**config.mk**
```make
export PLATFORM = sky130hd
export DESIGN_NAME = systolic_feeder
export DESIGN_NICKNAME = d
export VERILOG_FILES = /design/src/rtl/systolic_feeder.sv
export SDC_FILE = /design/constraint.sdc
export NUM_CORES = 1
export LEC_CHECK = 0
export CAP_MARGIN = 30
export CORE_MARGIN = 5
export CORE_UTILIZATION = 35
export DETAILED_ROUTE_END_ITERATION = 8
export DONT_BUFFER_PORTS = 1
export PLACE_DENSITY = 0.49
export SLEW_MARGIN = 5
export SYNTH_ARGS = -nofsm -noshare
export SYNTH_HDL_FRONTEND = slang
export SYNTH_SLANG_ARGS = --single-unit
```
**constraint.sdc**
```tcl
create_clock -name clk -period 2.4 [get_ports clk]
set_input_delay 0 -clock clk [delete_from_list [all_inputs] [get_ports clk]]
set_output_delay 0 -clock clk [all_outputs]
set_load 0.01 [all_outputs]
```
**src/rtl/systolic_feeder.sv**
```systemverilog
// systolic_feeder: buffers one A and one B operand matrix from a byte stream, then drives the
// left (a) and top (b) edges of an N x N PE array with diagonal skew. A clear pulse goes out
// before streaming, and a done pulse once the far-corner PE has accumulated its last product.
// Optional build macro FEEDER_BCOL_EN: B bytes arrive column-major (host sends B^T rows);
// without it B arrives row-major. A is always row-major. Streaming order is the same in both.
module systolic_feeder #(
  parameter int unsigned N  = 2,
  parameter int unsigned DW = 8
) (
  input  logic            clk,
  input  logic            rst,
  input  logic            in_valid,
  output logic            in_ready,
  input  logic [DW-1:0]   in_data,
  output logic            clear,
  output logic [N*DW-1:0] a_lanes,
  output logic [N*DW-1:0] b_lanes,
  output logic            busy,
  output logic            done
);

  localparam int unsigned CW = (N > 1) ? $clog2(N) : 1;
  // Step counter also serves as the drain counter; it must reach 2N-2.
  localparam int unsigned SW = $clog2(2 * N);

  localparam logic [CW-1:0] IdxLast   = CW'(N - 1);
  localparam logic [SW-1:0] StepLast  = SW'(2 * N - 2);
  localparam logic [SW-1:0] DrainLast = SW'(N - 1);

  typedef enum logic [2:0] {
    StLoad,
    StClr,
    StStream,
    StDrain,
    StDone
  } state_e;

  state_e        state_q;
  logic [CW-1:0] row_q;
  logic [CW-1:0] col_q;
  logic          sel_b_q;
  logic [SW-1:0] cnt_q;

  logic [DW-1:0] a_buf [N][N];
  logic [DW-1:0] b_buf [N][N];

  logic            accept;
  logic            last_byte;
  logic [SW-1:0]   next_step;
  logic [N*DW-1:0] a_next;
  logic [N*DW-1:0] b_next;

  assign accept    = in_valid && in_ready;
  assign last_byte = sel_b_q && (row_q == IdxLast) && (col_q == IdxLast);

  // Step whose lane values are registered on the coming edge (CLR preloads step 0).
  assign next_step = (state_q == StClr) ? '0 : cnt_q + 1'b1;

  // Operand buffer write; contents need no reset since every entry is rewritten per matrix.
  always_ff @(posedge clk) begin
    if (accept) begin
      if (!sel_b_q) begin
        a_buf[row_q][col_q] <= in_data;
      end else begin
`ifdef FEEDER_BCOL_EN
        // Column-major arrival: the running row/col counters address B transposed.
        b_buf[col_q][row_q] <= in_data;
`else
        b_buf[row_q][col_q] <= in_data;
`endif
      end
    end
  end

  // Skewed lane values for next_step: a lane i carries A[i][j] and b lane j carries B[i][j]
  // exactly when step == i + j, which gives each PE its matching operand pair.
  always_comb begin
    a_next = '0;
    b_next = '0;
    for (int i = 0; i < N; i++) begin
      for (int j = 0; j < N; j++) begin
        if (int'(next_step) == i + j) begin
          a_next[i*DW +: DW] = a_buf[i][j];
          b_next[j*DW +: DW] = b_buf[i][j];
        end
      end
    end
  end

  // Sequencer with all outputs registered; reset aborts any matrix in flight.
  always_ff @(posedge clk or negedge rst) begin
    if (!rst) begin
      state_q  <= StLoad;
      row_q    <= '0;
      col_q    <= '0;
      sel_b_q  <= 1'b0;
      cnt_q    <= '0;
      in_ready <= 1'b0;
      clear    <= 1'b0;
      a_lanes  <= '0;
      b_lanes  <= '0;
      busy     <= 1'b0;
      done     <= 1'b0;
    end else begin
      clear <= 1'b0;
      done  <= 1'b0;
      unique case (state_q)
        StLoad: begin
          in_ready <= 1'b1;
          if (accept) begin
            if (col_q == IdxLast) begin
              col_q <= '0;
              if (row_q == IdxLast) begin
                row_q   <= '0;
                sel_b_q <= ~sel_b_q;
              end else begin
                row_q <= row_q + 1'b1;
              end
            end else begin
              col_q <= col_q + 1'b1;
            end
            if (last_byte) begin
              state_q  <= StClr;
              in_ready <= 1'b0;
              clear    <= 1'b1;
              busy     <= 1'b1;
            end
          end
        end
        StClr: begin
          state_q <= StStream;
          cnt_q   <= '0;
          a_lanes <= a_next;
          b_lanes <= b_next;
        end
        StStream: begin
          if (cnt_q == StepLast) begin
            state_q <= StDrain;
            cnt_q   <= '0;
            a_lanes <= '0;
            b_lanes <= '0;
          end else begin
            cnt_q   <= next_step;
            a_lanes <= a_next;
            b_lanes <= b_next;
          end
        end
        StDrain: begin
          // N idle cycles let the last operands reach PE(N-1,N-1) and accumulate.
          if (cnt_q == DrainLast) begin
            state_q <= StDone;
            cnt_q   <= '0;
            done    <= 1'b1;
          end else begin
            cnt_q <= cnt_q + 1'b1;
          end
        end
        StDone: begin
          state_q  <= StLoad;
          busy     <= 1'b0;
          in_ready <= 1'b1;
        end
        default: begin
          state_q <= StLoad;
        end
      endcase
    end
  end

endmodule

```
Word level (Yosys, flattened, before mapping)
Memory sizes are Yosys's and may differ from the RTL's.
Index checks and enable logic that the tools add are counted.
{"block": "classes", "n_bitwise": 2, "add_sub_neg": 3, "n_reduce_logical": 14, "n_mux": 42, "n_eq_ne": 12, "n_lt_le_gt_ge": 2}
{"operator": "2-to-1 mux 8 bit", "count": 9}
{"operator": "2-to-1 mux 16 bit", "count": 4}
{"operator": "case mux 16 bit (2 select lines)", "count": 2}
{"operator": "2-to-1 mux 1 bit", "count": 15}
{"operator": "2-to-1 mux 3 bit", "count": 4}
{"operator": "case mux 3 bit (4 select lines)", "count": 1}
{"operator": "demux 8 bit (select 1 bit)", "count": 1}
{"operator": "inequality test 2 bit (second input constant)", "count": 4}
{"operator": "AND reduction 4 bit", "count": 2}
{"operator": "equality test 2 bit (second input constant)", "count": 3}
{"operator": "equality test 3 x 2 -> 1 bit (second input constant)", "count": 2}
{"operator": "2-to-1 mux 2 bit", "count": 3}
{"operator": "case mux 2 bit (3 select lines)", "count": 1}
{"operator": "AND reduction 3 bit", "count": 2}
{"operator": "logical AND 1 bit", "count": 4}
{"operator": "case mux 1 bit (2 select lines)", "count": 2}
{"operator": "nonzero test 2 bit", "count": 2}
{"operator": "equality test 3 x 1 -> 1 bit (second input constant)", "count": 1}
{"operator": "equality test 3 bit (second input constant)", "count": 1}
{"operator": "logical NOT 3 bit", "count": 1}
{"operator": "nonzero test 3 bit", "count": 1}
{"operator": "adder 1 bit (second input constant)", "count": 2}
{"operator": "adder 2 x 1 -> 2 bit (second input constant)", "count": 1}
{"operator": "equality test 2 x 1 -> 1 bit (second input constant)", "count": 1}
{"operator": "other kinds (6)", "count": 6}
{"block": "totals", "ramBits": 64, "wordCells": 88, "mem_count": 2, "inputBits": 11, "reg_bits": 44}
{"name": "a_buf", "depth": 2, "word_bits": 16, "rd": 2, "rd_ports_with_merged_regs": 0, "wr": 1, "line_no": "44", "text": "logic [DW-1:0] a_buf [N][N];"}
{"name": "b_buf", "depth": 2, "word_bits": 16, "rd": 2, "rd_ports_with_merged_regs": 0, "wr": 1, "line_no": "45", "text": "logic [DW-1:0] b_buf [N][N];"}

Logic depth before layout (Yosys ltp)
{"block": "depth", "word_depth": 7, "depth_mapped": 7, "depth_no_buf": 6}

Worst setup path before layout
No wires, ideal clock.
{"block": "synth_path", "path_kind": "register to register", "startpoint": "reg col_q", "endpoint": "mem a_buf[0][10] (netlist bit) (enable)", "required_time_ns": 2.005, "setup_time_ns": 0.395, "path_stages_with_launch": 3, "path_slack_ns": 0.578, "t_arrival_ns": 1.427, "period_less_slack_ns": 1.822, "cell_sequence": "dfrtp_1 clkbuf_1 nor4_1"}
{"block": "synth_via", "elab_chain_len": 6, "word_cells_on_any_way": 7, "classes_between": "2 x order compare; 3 x mux; 1 x bitwise; 1 x reduce/logical"}
{"item": "start, declared", "line_no": "40", "text": "logic [CW-1:0] col_q;"}
{"item": "start signal, assigned", "line_no": "120", "text": "col_q <= col_q + 1'b1;"}
{"item": "NOT 1 -> 2 bit (not written as such) (*)", "line_no": "63", "text": "a_buf[row_q][col_q] <= in_data;"}
{"item": "greater-or-equal comparator 2 bit (not written as such) or < comparator 2 x 1 -> 1 bit (tied branches)", "line_no": "63"}
{"item": "logical AND 1 bit (not written as such)", "line_no": "63"}
{"item": "2-to-1 mux 8 bit (not written as such)", "line_no": "63"}
{"item": "demux 8 bit (select 1 bit) (*)", "line_no": "63"}
{"item": "2-to-1 mux 16 bit (not written as such) (*)", "line_no": "63"}
{"item": "end, declared", "line_no": "44"}
Mark *: on every way between the ends. The rest lies on a longest branch, timed or not.

Worst setup path in the final report
{"block": "layout_path", "startpoint": "reg cnt_q[0]", "endpoint": "reg b_lanes[1]"}
{"block": "layout_via", "elab_chain_len": 7, "word_cells_on_any_way": 9, "classes_between": "1 x add/sub; 2 x eq/ne; 5 x mux; 1 x reduce/logical"}
{"item": "start, declared", "line_no": "42", "text": "logic [SW-1:0] cnt_q;"}
{"item": "start signal, assigned", "line_no": "143", "text": "cnt_q <= next_step;"}
{"item": "start signal, assigned", "line_no": "155", "text": "cnt_q <= cnt_q + 1'b1;"}
{"item": "adder 2 x 1 -> 2 bit", "line_no": "57", "text": "assign next_step = (state_q == StClr) ? '0 : cnt_q + 1'b1;"}
{"item": "2-to-1 mux 2 bit", "line_no": "57"}
{"item": "logical NOT 2 bit", "line_no": "82", "text": "if (int'(next_step) == i + j) begin"}
{"item": "2-to-1 mux 8 bit (2 in series)", "line_no": "82"}
{"item": "2-to-1 mux 16 bit", "line_no": "137", "text": "if (cnt_q == StepLast) begin"}
{"item": "case mux 16 bit (2 select lines) (*)", "line_no": "107", "text": "unique case (state_q)"}
{"item": "end signal, assigned", "line_no": "134", "text": "b_lanes <= b_next;"}
{"item": "end signal, assigned", "line_no": "145", "text": "b_lanes <= b_next;"}
{"item": "end, declared", "line_no": "17", "text": "output logic [N*DW-1:0] b_lanes,"}
Marks and branches as above.
A chain may end at the register's enable or synchronous reset.

==> impl_metrics.toml <==
[run_status]
status = "completed"

[sta]
finalMaxSlewViolations = 0
relSlewSlack_pct = 56.8
worst_pin_slew_ns = 0.649
setup_viol = 0
period_share_pct = 80.0
fmax_mhz = 521
hold_viol_final = 0
min_period_ns = 1.92
fin_skew_ns = 0.00946
setup_tns_ns = 0
rsz0062_at_grt = "no"

[logic_synthesis]
avgSynthCellArea_um2 = 14.5
postSynthCellCount = 278
synthAdderAreaFrac_pct = 0.620
yosys.area_share.simple_pct = 8.59
ys_seq_area_share_pct = 74.9
synth_top_cell_by_area = "edfxtp_1"
ys_top_cells_by_area = "edfxtp_1 48%, dfrtp_1 27%, a22oi_1 5.6%"
synth_edf_count = 64
synthXorXnorAreaFrac_pct = 0.868
yosysTopAreaCellShare_pct = 47.6
synth_common_cells = "64 x edfxtp_1, 44 x dfrtp_1, 38 x nand2_1"
async_reset_ff_share_pct = 40.7
synthDistinctLibCells = 33
synth_top_family_by_area = "compound AO/OA/AOI/OAI gates"
synth_flop_cell = "edfxtp_1"
synth-seq-cells = 108
syn_area_mm2 = 0.00404
syn-num-nets = 291
synth_mux_area_share_pct = 0.248
synth_compound_area_share_pct = 11.8
synth.most_common_cell = "edfxtp_1"
yosys_warnings = 0

[setup_path]
rrSetupSlack_ns = 0.48
arrival_ns = 2.18
path_class = "flop to flop"
reg2reg_from = "cnt_q[0]"
r2r_cells = 6
reg2reg_to = "b_lanes[1]"
worstPathRequired_ns = 2.66
start_kind = "flop"
cp-end-kind = "flop"
cp_max_fo = 32

[placed_design]
hpwl_mm = 5.18
gp_congestion = 0.700
portBuffers = 0

[global_route]
grt.met3_usage_pct = 5.05
grt_pass1_wl_mm = 13.2
met1_usage_pct = 16.6
grtUsageMet2_pct = 18.3
gr-usage-all-layers_pct = 12.5
grt.overflow.total = 0
grt_pass1_vias = 2184
antenna_found_initial = 4
grt_max_degree = 45
grt_busiest_layer = "met2"

[floorplanning]
start_util_pct = 35.5
dieWidth_um = 117
rows = 39
dieArea_mm2 = 0.0138
num_io_pins = 47
core_area_mm2 = 0.0114
fp.dieH_um = 117

[clocking]
clock-sinks = 108
cts_root_buf = "clkbuf_16"
postCtsSetupBuffers = 0
cts_resized = 0
clkLatencyLatePin_ns = 0.34
clk_pin_slew_worst_paths_ns = 0.07
htreeDepth = 3
cts_tree = "done"
numCtsBuffers = 9
cts_max_path_buffers = 2

[final_layout]
drive_above_1_share_pct = 11.4
synthToLayoutAreaGrowth_pct = 13.9
final_nets = 306

[detailed_routing]
vias_per_cell = 5.08
antenna_left = 0
routed_wl_mm = 8.46
drtIter0Drc = 109
drtPass1Iterations = 4
drc = 0
via_count = 2246
wl_per_cell_um = 19.1

[power]
p_leak_nw = 1.70
power_density_mw_per_mm2 = 1310
total_power_mw = 6.00
irDropWorstVdd_mv = 0.554

[hold_path]
min_path_type = "input port to flop"
whs_endpoint = "state_q[0]"
hold_depth = 5
min_from = "in_valid"

[run]
maxCapViolCount = 0
## layout by cell type, fill, tap and decap left out, drive strengths merged
cell type    Yosys  layout
and2b            2       2
clkinv           0       4
ha               2       2
dlygate4sd3      0       9
edfxtp          64      64
xnor2            1       1
diode            0       1
nor3             6       6
a21o             1       1
nand2           38      38
clkbuf           8      10
inv              2       4
nor2            10      10
nor3b            2       2
o21ai           36      36
nand2b           3       3
a21oi            5       5
mux2i            1       1
a22oi           32      32
or2              1       1
and3             2       2
buf              8      11
and2             1       1
nand3            2       2
o31ai            1       1
nor4             2       2
nor2b            1       1
dfrtp           44      44
xor2             3       3
## flip-flops by register name (all words and copies together), names as in the netlist, 2 cells and up
| signal | count |
|---|---|
| cnt_q | 2 |
| a_lanes | 16 |
| b_buf | 32 |
| a_buf | 32 |
| state_q | 3 |
| b_lanes | 16 |
## final cells by class
cell class / instances / area (um^2)
clock inverter: 6 / 57.6
clock buffer: 10 / 229
sequential: 108 / 3020
fill: 1047 / 6770
antenna: 1 / 2.50
tap: 143 / 179
inverter: 2 / 7.51
multi-input combinational: 152 / 895
timing repair buffer: 20 / 205
## worst max-delay path by stage
stage / from / endpoint / slack, ns
floorplan: col_q / a_buf[0][10] / 0.58
global placement: cnt_q[0] / b_lanes[0] / 0.54
detailed placement: cnt_q[0] / b_lanes[0] / 0.46
CTS: cnt_q[0] / b_lanes[1] / 0.47
global route: cnt_q[0] / a_lanes[3] / 0.32
finish: cnt_q[0] / b_lanes[1] / 0.48
## metrics by stage
stage | instance area [um^2] | instances | hold slack [ns] | setup WS (ns) | utilization, %
after detailed placement | 4190 | 415 | -0.294 | 0.458 | 36.9
after CTS | 4600 | 441 | 0.0760 | 0.467 | 40.4
after global routing | 4600 | 442 | 0.121 | 0.320 | 40.4
final | 4600 | 442 | 0.0847 | 0.479 | 40.4
after floorplan | 4040 | 278 | -0.296 | 0.578 | -
after global placement | 4190 | 415 | -0.293 | 0.540 | 36.9
## where the power goes
part	switching (mW)	internal (mW)	total [mW]	leakage, nW
sequential	0.405	2.42	2.83	1.15
combinational	1.11	0.648	1.76	0.411
clock	0.688	0.727	1.41	0.141
total	2.21	3.80	6.00	1.70
## metal layers
| metal | share of wire (%) | routed length [um] | vias to the layer above |
|---|---|---|---|
| li1 | - | - | 1059 |
| met1 | 45 | 3810 | 1121 |
| met2 | 45 | 3840 | 45 |
| met3 | 7.6 | 640 | 15 |
| met4 | 1.6 | 138 | 6 |
| met5 | 0.33 | 28 | - |
## critical path: stages (launching register included)
cell	delay [ns]
dfrtp_1	0.48
inv_2	0.09
ha_1	0.24
nor2_1	0.15
mux2i_1	0.08
or2_2	0.55
o21ai_0	0.24
## repair_timing
item | CTS | global route
endpoints found under the hold margin | 108 | 0
setup endpoints to repair | 0 | 0
hold buffers | 10 | 0
## logic make-up after synthesis
| logic type | count (synthesis) |
|---|---|
| mux | 1 |
| compound gates | 75 |
| simple gates | 70 |
| buf+inv | 18 |
| fa+ha+maj | 2 |
| xor+xnor | 4 |
| flops | 108 |
(Power assumes the default switching activity.)
